--- src/rtl/pipe_adder_pkg.sv ---
// Shared constants for the pipelined adder: default geometry and the
// add/subtract mode encoding carried on the sub input.
package pipe_adder_pkg;

    localparam int DEF_WIDTH  = 16;
    localparam int DEF_STAGES = 4;

    typedef enum logic {
        MODE_ADD = 1'b0,
        MODE_SUB = 1'b1
    } mode_e;

endpackage

--- src/rtl/pipe_adder_slice.sv ---
// One SLICE-bit ripple segment of the pipelined adder. Besides the sum and
// carry-out it exposes the carry into its own MSB, which the top level needs
// from the most significant slice to form signed overflow.
module pipe_adder_slice
    import pipe_adder_pkg::*;
#(
    parameter int SLICE = DEF_WIDTH / DEF_STAGES
) (
    input  logic [SLICE-1:0] a,
    input  logic [SLICE-1:0] b,
    input  logic             ci,
    output logic [SLICE-1:0] s,
    output logic             co,
    output logic             msb_ci
);

    logic [SLICE:0] sum;

    assign sum    = {1'b0, a} + {1'b0, b} + {{SLICE{1'b0}}, ci};
    assign s      = sum[SLICE-1:0];
    assign co     = sum[SLICE];
    // sum bit = a ^ b ^ carry_in, so the carry into the MSB falls out directly
    assign msb_ci = a[SLICE-1] ^ b[SLICE-1] ^ sum[SLICE-1];

endmodule

--- src/rtl/pipe_adder.sv ---
// Pipelined WIDTH-bit adder/subtractor. Stage k adds operand slice k using
// the carry registered by stage k-1; operands and partial sums travel with
// each entry so a result leaves STAGES cycles after acceptance. A stalled
// output freezes the whole pipe (no bubble squeezing). WIDTH must be an
// integer multiple of STAGES.
module pipe_adder
    import pipe_adder_pkg::*;
#(
    parameter int WIDTH  = DEF_WIDTH,
    parameter int STAGES = DEF_STAGES
) (
    input  logic             clk,
    input  logic             rst_n,
    input  logic             in_valid,
    output logic             in_ready,
    input  logic [WIDTH-1:0] a,
    input  logic [WIDTH-1:0] b,
    input  logic             ci,
    input  logic             sub,
    output logic             out_valid,
    input  logic             out_ready,
    output logic [WIDTH-1:0] s,
    output logic             co,
    output logic             ovf
);

    localparam int SLICE = WIDTH / STAGES;
    localparam int LAST  = STAGES - 1;

    // Stage registers: valid, operands (b already conditioned for subtract),
    // accumulated sum, slice carry-out and the MSB carry-in tap.
    logic             vld_p [STAGES];
    logic [WIDTH-1:0] a_p   [STAGES];
    logic [WIDTH-1:0] b_p   [STAGES];
    logic [WIDTH-1:0] s_p   [STAGES];
    logic             c_p   [STAGES];
    logic             m_p   [STAGES];

    // Per-stage combinational inputs and slice results
    logic [WIDTH-1:0] a_in  [STAGES];
    logic [WIDTH-1:0] b_in  [STAGES];
    logic [WIDTH-1:0] s_in  [STAGES];
    logic             c_in  [STAGES];
    logic [WIDTH-1:0] s_nxt [STAGES];
    logic [SLICE-1:0] sl_s  [STAGES];
    logic             sl_co [STAGES];
    logic             sl_m  [STAGES];

    logic advance;

    assign in_ready = !(out_valid && !out_ready);
    assign advance  = in_ready;

    for (genvar k = 0; k < STAGES; k++) begin : g_stage
        if (k == 0) begin : g_first
            // Stage 0 boundary: subtract is a + ~b + 1, ci only used for add
            assign a_in[k] = a;
            assign b_in[k] = (sub == MODE_SUB) ? ~b : b;
            assign c_in[k] = (sub == MODE_SUB) ? 1'b1 : ci;
            assign s_in[k] = '0;
        end else begin : g_next
            // Stage k boundary: consume everything registered by stage k-1
            assign a_in[k] = a_p[k-1];
            assign b_in[k] = b_p[k-1];
            assign c_in[k] = c_p[k-1];
            assign s_in[k] = s_p[k-1];
        end

        pipe_adder_slice #(
            .SLICE (SLICE)
        ) u_slice (
            .a      (a_in[k][k*SLICE +: SLICE]),
            .b      (b_in[k][k*SLICE +: SLICE]),
            .ci     (c_in[k]),
            .s      (sl_s[k]),
            .co     (sl_co[k]),
            .msb_ci (sl_m[k])
        );

        // Drop this stage's slice into the running sum, keep lower slices
        assign s_nxt[k] = (s_in[k] & ~(WIDTH'({SLICE{1'b1}}) << (k * SLICE)))
                        | (WIDTH'(sl_s[k]) << (k * SLICE));
    end

    // Advance every stage together when the output is not stalled
    always_ff @(posedge clk or negedge rst_n) begin
        if (!rst_n) begin
            for (int k = 0; k < STAGES; k++) begin
                vld_p[k] <= 1'b0;
                a_p[k]   <= '0;
                b_p[k]   <= '0;
                s_p[k]   <= '0;
                c_p[k]   <= 1'b0;
                m_p[k]   <= 1'b0;
            end
        end else if (advance) begin
            vld_p[0] <= in_valid;
            for (int k = 1; k < STAGES; k++) begin
                vld_p[k] <= vld_p[k-1];
            end
            for (int k = 0; k < STAGES; k++) begin
                a_p[k] <= a_in[k];
                b_p[k] <= b_in[k];
                s_p[k] <= s_nxt[k];
                c_p[k] <= sl_co[k];
                m_p[k] <= sl_m[k];
            end
        end
    end

    // Output boundary: last stage holds the finished result
    assign out_valid = vld_p[LAST];
    assign s         = s_p[LAST];
    assign co        = c_p[LAST];
    assign ovf       = c_p[LAST] ^ m_p[LAST];

endmodule

--- config.mk ---
export PLATFORM = sky130hd
export DESIGN_NAME = pipe_adder
export DESIGN_NICKNAME = d
export VERILOG_FILES = /design/src/rtl/pipe_adder_pkg.sv /design/src/rtl/pipe_adder_slice.sv /design/src/rtl/pipe_adder.sv
export SDC_FILE = /design/constraint.sdc
export NUM_CORES = 1
export LEC_CHECK = 0
export ABC_AREA = 0
export BUFFER_PORTS_ARGS = -buffer_cell sky130_fd_sc_hd__clkbuf_2
export CAP_MARGIN = 20
export CORE_AREA = 2 2 94 96
export CTS_BUF_LIST = sky130_fd_sc_hd__clkbuf_8
export DETAILED_ROUTE_END_ITERATION = 6
export DIE_AREA = 0 0 96 98
export HOLD_SLACK_MARGIN = 0.02
export PLACE_DENSITY_LB_ADDON = 0.2
export RECOVER_POWER = 50
export SYNTH_ARGS = -nofsm -noshare
export SYNTH_HDL_FRONTEND = slang
export SYNTH_HIERARCHICAL = 1
export SYNTH_SLANG_ARGS = --single-unit
--- constraint.sdc ---
create_clock -name clk -period 1.9 [get_ports clk]
set_input_delay 0.19 -clock clk [delete_from_list [all_inputs] [get_ports clk]]
set_output_delay 0.19 -clock clk [all_outputs]
set_load 0.02 [all_outputs]
After elaboration in Yosys (flattened, before gate mapping)
Cells that the tools add are included.

word-level totals
  register bits = 145
  bits of input ports = 38

operators by class
  add/sub/neg operators = 8
  multiplexer cells = 2
  bitwise operators = 7
  reductions and logical operators = 3

operators by type and width
  kind                                            count
  4-bit by 4-bit adder with 5-bit output          4
  5-bit by 1-bit adder with 5-bit output          4
  16-bit two-way mux                              1
  16-bit inverter                                 1
  12-bit by 16-bit bitwise OR with 16-bit output  1
  8-bit by 12-bit bitwise OR with 12-bit output   1
  4-bit by 8-bit bitwise OR with 8-bit output     1
  1-bit bitwise XOR                               3
  1-bit zero test                                 2
  1-bit logical AND                               1
  1-bit two-way mux                               1

Logic depth before layout (Yosys ltp)
Gate-level depths: netlist (run 1).

  word-level depth = 4
  mapped depth = 10
  mapped depth without buffers = 8

Cells and area by module
Netlist (run 1), hierarchy kept.

by module, submodules not included
  module                                     times used  cells each  area an instance (um2)  sequential area each (um2)
  pipe_adder                                 1           226         3,806.2                 2,427.3
  pipe_adder_slice (g_stage[0].u_slice ...)  3           17          141.4                   0.0
  pipe_adder_slice (g_stage[2].u_slice)      1           17          143.9                   0.0

Worst setup path after synthesis (run 1)
No wires, ideal clock.

  path kind = input-to-reg
  start = input sub
  end = register c_p, in the netlist c_in[2]
  setup time = 0.125 ns
  data arrival time = 1.899 ns
  required time = 1.775 ns
  slack = -0.124 ns
  stages = 10
  buffers on the path = 2
  cell sequence = buf_4 buf_6 or2_2 fa_1 inv_1 fa_1 nor2b_1 o21ai_0 nand2b_1 mux2_2

RTL lines
  item                           line               source
  start, declared                pipe_adder.sv:19   input logic sub,
  end signal, assigned by index  pipe_adder.sv:105  c_p[k] <= sl_co[k];
  end, declared                  pipe_adder.sv:36   logic c_p [STAGES];

Worst setup path after layout (run 1)
  start = register vld_p, in the netlist out_valid
  end = output in_ready

on the way
  cells in the longest elaborated chain, start to end = 2

RTL lines
  item                             line              source
  start, declared                  pipe_adder.sv:32  logic vld_p [STAGES];
  start signal, assigned by index  pipe_adder.sv:99  vld_p[k] <= vld_p[k-1];
  1-bit logical AND                pipe_adder.sv:51  assign in_ready = !(out_valid && !out_ready);
  1-bit zero test                  pipe_adder.sv:51
  end, declared                    pipe_adder.sv:15  output logic in_ready,

Every way passes these cells.

==> results of run 1 <==
worst max path at each step:
stage	slack (ps)	cells past startpoint	from	end
floorplan	-1	10	sub	c_in[2]
global placement	40	9	sub	c_in[2]
detailed placement	3	9	sub	c_in[2]
CTS	80	3	out_valid	in_ready
global route	30	3	out_valid	in_ready
finish	120	3	out_valid	in_ready
per-layer routing:
metal	up-vias	part of all wire
li1	1125	-
met1	1167	0.45
met2	40	0.49
met3	14	0.036
met4	0	0.024
met5	-	0
cells in the mapped netlist (5+ instances only):
library cell and count:
mux2_2 96, dfrtp_1 97, ha_1 12, xor2_1 21, buf_6 9, inv_1 16
nand2b_1 5, fa_1 8
kinds of logic (layout without fill, tap and decap cells):
group / count (synthesis) / in the layout
AOI/OAI and AO/OA: 8 / 8
xor gates and xnor gates: 25 / 25
buffers and inverters: 29 / 97
adders and majority gates: 20 / 20
muxes: 96 / 96
and+or+nand+nor: 19 / 19
DFF: 97 / 97
where the power goes:
group	switching, mW	internal (mW)	total (mW)
registers	0.471	3.00	3.48
clock network	0.686	0.635	1.32
logic	1.43	1.72	3.15
cell type report:
type	instances	area [µm²]
multi-input combinational	168	1777
timing repair buffer	64	340.3
inverter	17	63.81
sequential	97	2427
tap	108	135.1
clock buffer	10	137.6
clock inverter	6	58.81
fill	695	3526
flip-flops by register name, summed over array words and instances (netlist names):
register,flops
s,16
s_in,24
out_valid,1
b_in,24
vld_p,3
m_p,1
co,1
a_in,24
c_in,3
timing repair:
action,in CTS,in global routing
setup endpoints to repair,0,2
hold buffers,1,0
setup buffers,0,0
hold endpoints to repair,23,0
resized for setup,0,3
layout by cell type (no fill, tap or decap):
| cell | n |
|---|---|
| dfrtp_1 | 97 |
| mux2_2 | 96 |
| clkbuf_2 | 47 |
| xor2_1 | 21 |
| inv_1 | 16 |
| ha_1 | 12 |
| clkbuf_8 | 10 |
| clkbuf_1 | 10 |
| nand2b_1 | 5 |
| nor2b_1 | 4 |
| nand3_1 | 4 |
| a21oi_1 | 4 |
| xnor2_1 | 4 |
| fa_2 | 4 |
| fa_1 | 4 |
| buf_4 | 4 |
| nand2_1 | 3 |
| inv_2 | 2 |
| clkinv_2 | 2 |
| clkinvlp_4 | 2 |
| o21ai_1 | 2 |
| o21ai_0 | 2 |
| nor2b_4 | 1 |
| or2_4 | 1 |
| bufinv_16 | 1 |
| nand2_2 | 1 |
| dlygate4sd3_1 | 1 |
| buf_12 | 1 |
| clkbuf_4 | 1 |
per-stage QoR:
step | hold slack (ps) | cells | util
detailed placement | 112.7 | 453 | 0.5618
floorplan | -105.6 | 294 | -
global placement | 115.0 | 453 | 0.5618
global route | 44.46 | 470 | 0.5835
finish | 59.07 | 470 | 0.5835
CTS | 37.58 | 470 | 0.5862
==> impl_metrics.csv, run 1 <==
group,metric,value,unit
hold_path,hold_depth,2,
finish,syn2layout_area_growth,12.93,%
global_routing,grt_pass1_vias,2440,
global_routing,busiest_layer,"met2",
clock_network,cts-root-buf,"clkbuf_8",
routing,first_pass_iters,4,
yosys,syn_area_per_cell,14.88,µm²
setup_path,cp-end-kind,"output pin",
routing,wirelength,6637,µm
floorplanning,die_w,96,µm
sta,report.final.hold_viol_count,0,
global_routing,grt_overflow,0,
routing,ant_nets,0,
sta,worst_pin_slew,662.3,ps
floorplanning,coreArea,8466,µm²
global_routing,grt_max_degree,51,
sta,post-route-period-util,0.9366,
yosys,synthAdderAreaFrac,0.07094,
finish,drive_above_1_share,0.4779,
clock_network,cts.sinks,97,
global_routing,antenna_found_initial,0,
floorplanning,rows,34,
setup_path,crit_type,"register to output pin",
sta,slew_violations,0,
sta,relSlewSlack,0.5585,
place,numPortBuffers,57,
power_and_ir_drop,p_leak,2.252,nW
yosys,yosysSeqAreaShare,0.5549,
hold_path,hold_class,"input port to register",
yosys,yosysTopAreaCellShare,0.5549,
floorplanning,initial_core_util,0.5167,
yosys,synth.distinct_cells,20,
status,outcome,"completed",
routing,wire_per_inst,14.12,µm
setup_path,worstReg2RegStart,"a_in[36]",
floorplanning,die-area,9408,µm²
place,gp_congestion,0.7868,
floorplanning,io_pins,58,
yosys,synth_nets,352,
setup_path,r2r_slack,120,ps
clock_network,clk-insertion-delay-late,360,ps
setup_path,cp_slowest_cell,"inv_2",
global_routing,met2_usage,0.2505,
yosys,synthSimpleGateAreaFrac,0.02603,
global_routing,grt_pass1_wl,11610,µm
setup_path,crit_buf_inv,2,
power_and_ir_drop,p_per_area,1608,nW/µm²
setup_path,max_stage_delay,420,ps
yosys,synth_compound_area_frac,0.009153,
sta,fin_ws,120.4,ps
yosys,yosys_warnings,6,
clock_network,cts_buffers,9,
setup_path,worstPathCellList,"nor2b_4 -> inv_2 -> clkbuf_2",
sta,max_freq,0.5619,GHz
yosys,yosysTopAreaCell,"dfrtp_1",
finish,nets,415,
yosys,yosys-mux-area-fraction,0.2471,
sta,fin_tns_setup,0,ps
sta,rsz0062_at_grt,"no",
setup_path,worst_setup_path_start_kind,"register",
routing,drc,0,
yosys,synthTopCellsByArea,"dfrtp_1, mux2_2, xor2_1, fa_1, ha_1",
place,dp_hpwl,4552,µm
sta,fin_crit,1780,ps
routing,viasPerCell,4.991,
yosys,mappedNetlistArea,4374,µm²
place,place_ws,3.449,ps
floorplanning,die_y,98,µm
routing,num_vias,2346,
sta,finalSetupViolations,0,
hold_path,whs_endpoint,"a_in[45]",
setup_path,cp.required,1710,ps
routing,drt_iter0_drc,26,
clock_network,cts_buffer_depth,2,
power_and_ir_drop,totalPowerFinal,7.945,mW
sta,fin_skew,9.860,ps
power_and_ir_drop,vdd_drop_max,0.6667,mV
setup_path,r2r_cells,7,
yosys,ys_ff_latch,97,
global_routing,grtUsageMet3,0.03627,
setup_path,crit_fanout,23,
clock_network,cts_tree,"done",
setup_path,reg2reg_to,"c_in[1]",
global_routing,grt_util_all_layers,0.1620,
yosys,synth_ff_type,"dfrtp_1",
yosys,synth_top_family_by_area,"multiplexers",
setup_path,crit_family,"buffers and inverters",
yosys,netlist_instances,294,
hold_path,worstHoldStart,"a[13]",
yosys,synth_edf_count,0,
finish,antenna_cells,0,
flow_run,drv_cap,0,
yosys,ys_async_sr_fraction,1.000,
place,dpl_cell_area,4756,µm²
clock_network,cts_max_level,3,
global_routing,grtUsageMet1,0.2138,
clock_network,clk_pin_slew,100,ps
finish,final_area,4940,µm²
yosys,synth_xor_area_frac,0.05006,
setup_path,crit_arrival,1590,ps
(Power assumes the default switching activity.)
==> run 2, diff against run 1 <==
--- a/config.mk
+++ b/config.mk
@@ -8,10 +8,10 @@
 export ABC_AREA = 0
 export BUFFER_PORTS_ARGS = -buffer_cell sky130_fd_sc_hd__clkbuf_2
 export CAP_MARGIN = 20
-export CORE_AREA = 2 2 94 96
+export CORE_AREA = 2 2 98 100
 export CTS_BUF_LIST = sky130_fd_sc_hd__clkbuf_8
 export DETAILED_ROUTE_END_ITERATION = 6
-export DIE_AREA = 0 0 96 98
+export DIE_AREA = 0 0 100 102
 export HOLD_SLACK_MARGIN = 0.02
 export PLACE_DENSITY_LB_ADDON = 0.2
 export RECOVER_POWER = 50
==> impl_metrics.csv, run 2 (synthesized netlist as in run 1, its figures left out) <==
group,metric,value,unit
sta,report.final.hold_viol_count,0,
finish,drive_above_1_share,0.4588,
setup_path,reg2reg_to,"co",
routing,ant_nets,0,
routing,drt_iter0_drc,64,
sta,relSlewSlack,0.3206,
finish,final_cell_mix,"dfrtp_1, mux2_2, clkbuf_2, xor2_1",
clock_network,cts_buffers,9,
clock_network,clk_pin_slew,90,ps
clock_network,cts_max_level,3,
finish,final_common_cell,"dfrtp_1",
sta,fin_ws,116.7,ps
clock_network,cts_buffer_depth,2,
setup_path,r2r_slack,120,ps
sta,fin_skew,9.793,ps
setup_path,r2r_cells,7,
global_routing,grt_max_degree,43,
sta,max_freq,0.5608,GHz
clock_network,post_cts_buffers,0,
floorplanning,initial_core_util,0.4802,
place,dp_cells,458,
sta,rsz0062_at_grt,"no",
place,gp_congestion,0.7633,
global_routing,grt_pass1_vias,2382,
sta,slew_violations,0,
setup_path,cp-end-kind,"register",
finish,antenna_cells,0,
place,dp_hpwl,4732,µm
sta,holdWs,60.57,ps
setup_path,crit_end,"co",
floorplanning,coreArea,9109,µm²
global_routing,grt_overflow,0,
finish,nets,417,
clock_network,cts_tree,"done",
floorplanning,die_y,102,µm
place,place_ws,53.69,ps
hold_path,worstHoldStart,"a[10]",
global_routing,grt_pass1_wl,11340,µm
power_and_ir_drop,p_leak,2.252,nW
clock_network,clk-insertion-delay-late,350,ps
routing,viasPerCell,4.935,
global_routing,grt_util_all_layers,0.1451,
setup_path,crit_fanout,2,
finish,syn2layout_area_growth,13.47,%
finish,final_cells,475,
sta,fin_crit,1783,ps
routing,wirelength,6642,µm
status,outcome,"completed",
setup_path,crit_type,"register to register",
global_routing,antenna_found_initial,0,
power_and_ir_drop,p_per_area,1599,nW/µm²
hold_path,hold_depth,2,
floorplanning,rows,35,
setup_path,crit_arrival,2020,ps
sta,post-route-period-util,0.9386,
power_and_ir_drop,totalPowerFinal,7.937,mW
floorplanning,io_pins,58,
hold_path,hold_class,"input port to register",
clock_network,cts-root-buf,"clkbuf_8",
setup_path,cp.required,2140,ps
clock_network,cts.sinks,97,
setup_path,cp-startpoint,"a_in[12]",
power_and_ir_drop,vdd_drop_max,0.6978,mV
sta,worst_pin_slew,1019,ps
flow_run,drv_cap,0,
routing,first_pass_iters,4,
floorplanning,die_w,100,µm
routing,wire_per_inst,13.98,µm
place,numPortBuffers,57,
setup_path,worstReg2RegStart,"a_in[12]",
floorplanning,die-area,10200,µm²
routing,num_vias,2344,
routing,drc,0,
setup_path,worst_setup_path_start_kind,"register",
sta,finalSetupViolations,0,
## run 2: cell count changes in the layout (fill, tap and decap cells not counted), sizes merged
cell / change
clkinv: +1
clkbuf: -2
clkinvlp: -1
inv: +1
buf: +3
## run 2: layout make-up
cell class / instances / area (µm²)
fill: 815 / 4145
sequential: 97 / 2427
multi-input combinational: 168 / 1777
timing repair buffer: 66 / 369.1
tap: 111 / 138.9
clock buffer: 9 / 123.9
clock inverter: 7 / 63.81
inverter: 17 / 63.81
## run 2: what timing repair did
item / in CTS / in global routing
hold buffers: 1 / 0
endpoints found under the hold margin: 39 / 0
setup endpoints to repair: 0 / 1
resized for setup: 0 / 2
## run 2: layer usage
metal,track usage,share of wire
met2,0.2230,0.46
met5,0,0
met1,0.1979,0.48
met3,0.03694,0.038
met4,0.06217,0.018
## run 2: worst min-delay path by stage
stage and to:
2_1_floorplan a_in[12], 3_3_place_gp s[2], 3_5_place_dp s[2], 4_1_cts a_in[42], 5_1_grt a_in[37], 6_report a_in[42]
## run 2: report_power, final
| group | total (mW) | switching (mW) | internal, mW |
|---|---|---|---|
| logic | 3.16 | 1.43 | 1.72 |
| registers | 3.50 | 0.495 | 3.01 |
| clock network | 1.28 | 0.681 | 0.597 |
| total | 7.94 | 2.61 | 5.33 |
## run 2: critical path, cell delays in order, from the launching register on
cell and delay, ps:
dfrtp_1 410, fa_1 470, inv_1 90, fa_1 200
nor2b_1 50, o21ai_0 140, nand2b_1 70, mux2_2 250
## run 2: per-stage QoR
step / TNS (ps) / utilization / instance area [µm²]
finish: 0 / 0.5449 / 4964
global route: 0 / 0.5449 / 4964
CTS: 0 / 0.5473 / 4985
detailed placement: 0 / 0.5255 / 4787
global placement: 0 / 0.5255 / 4787
floorplan: -1.097 / - / 4389
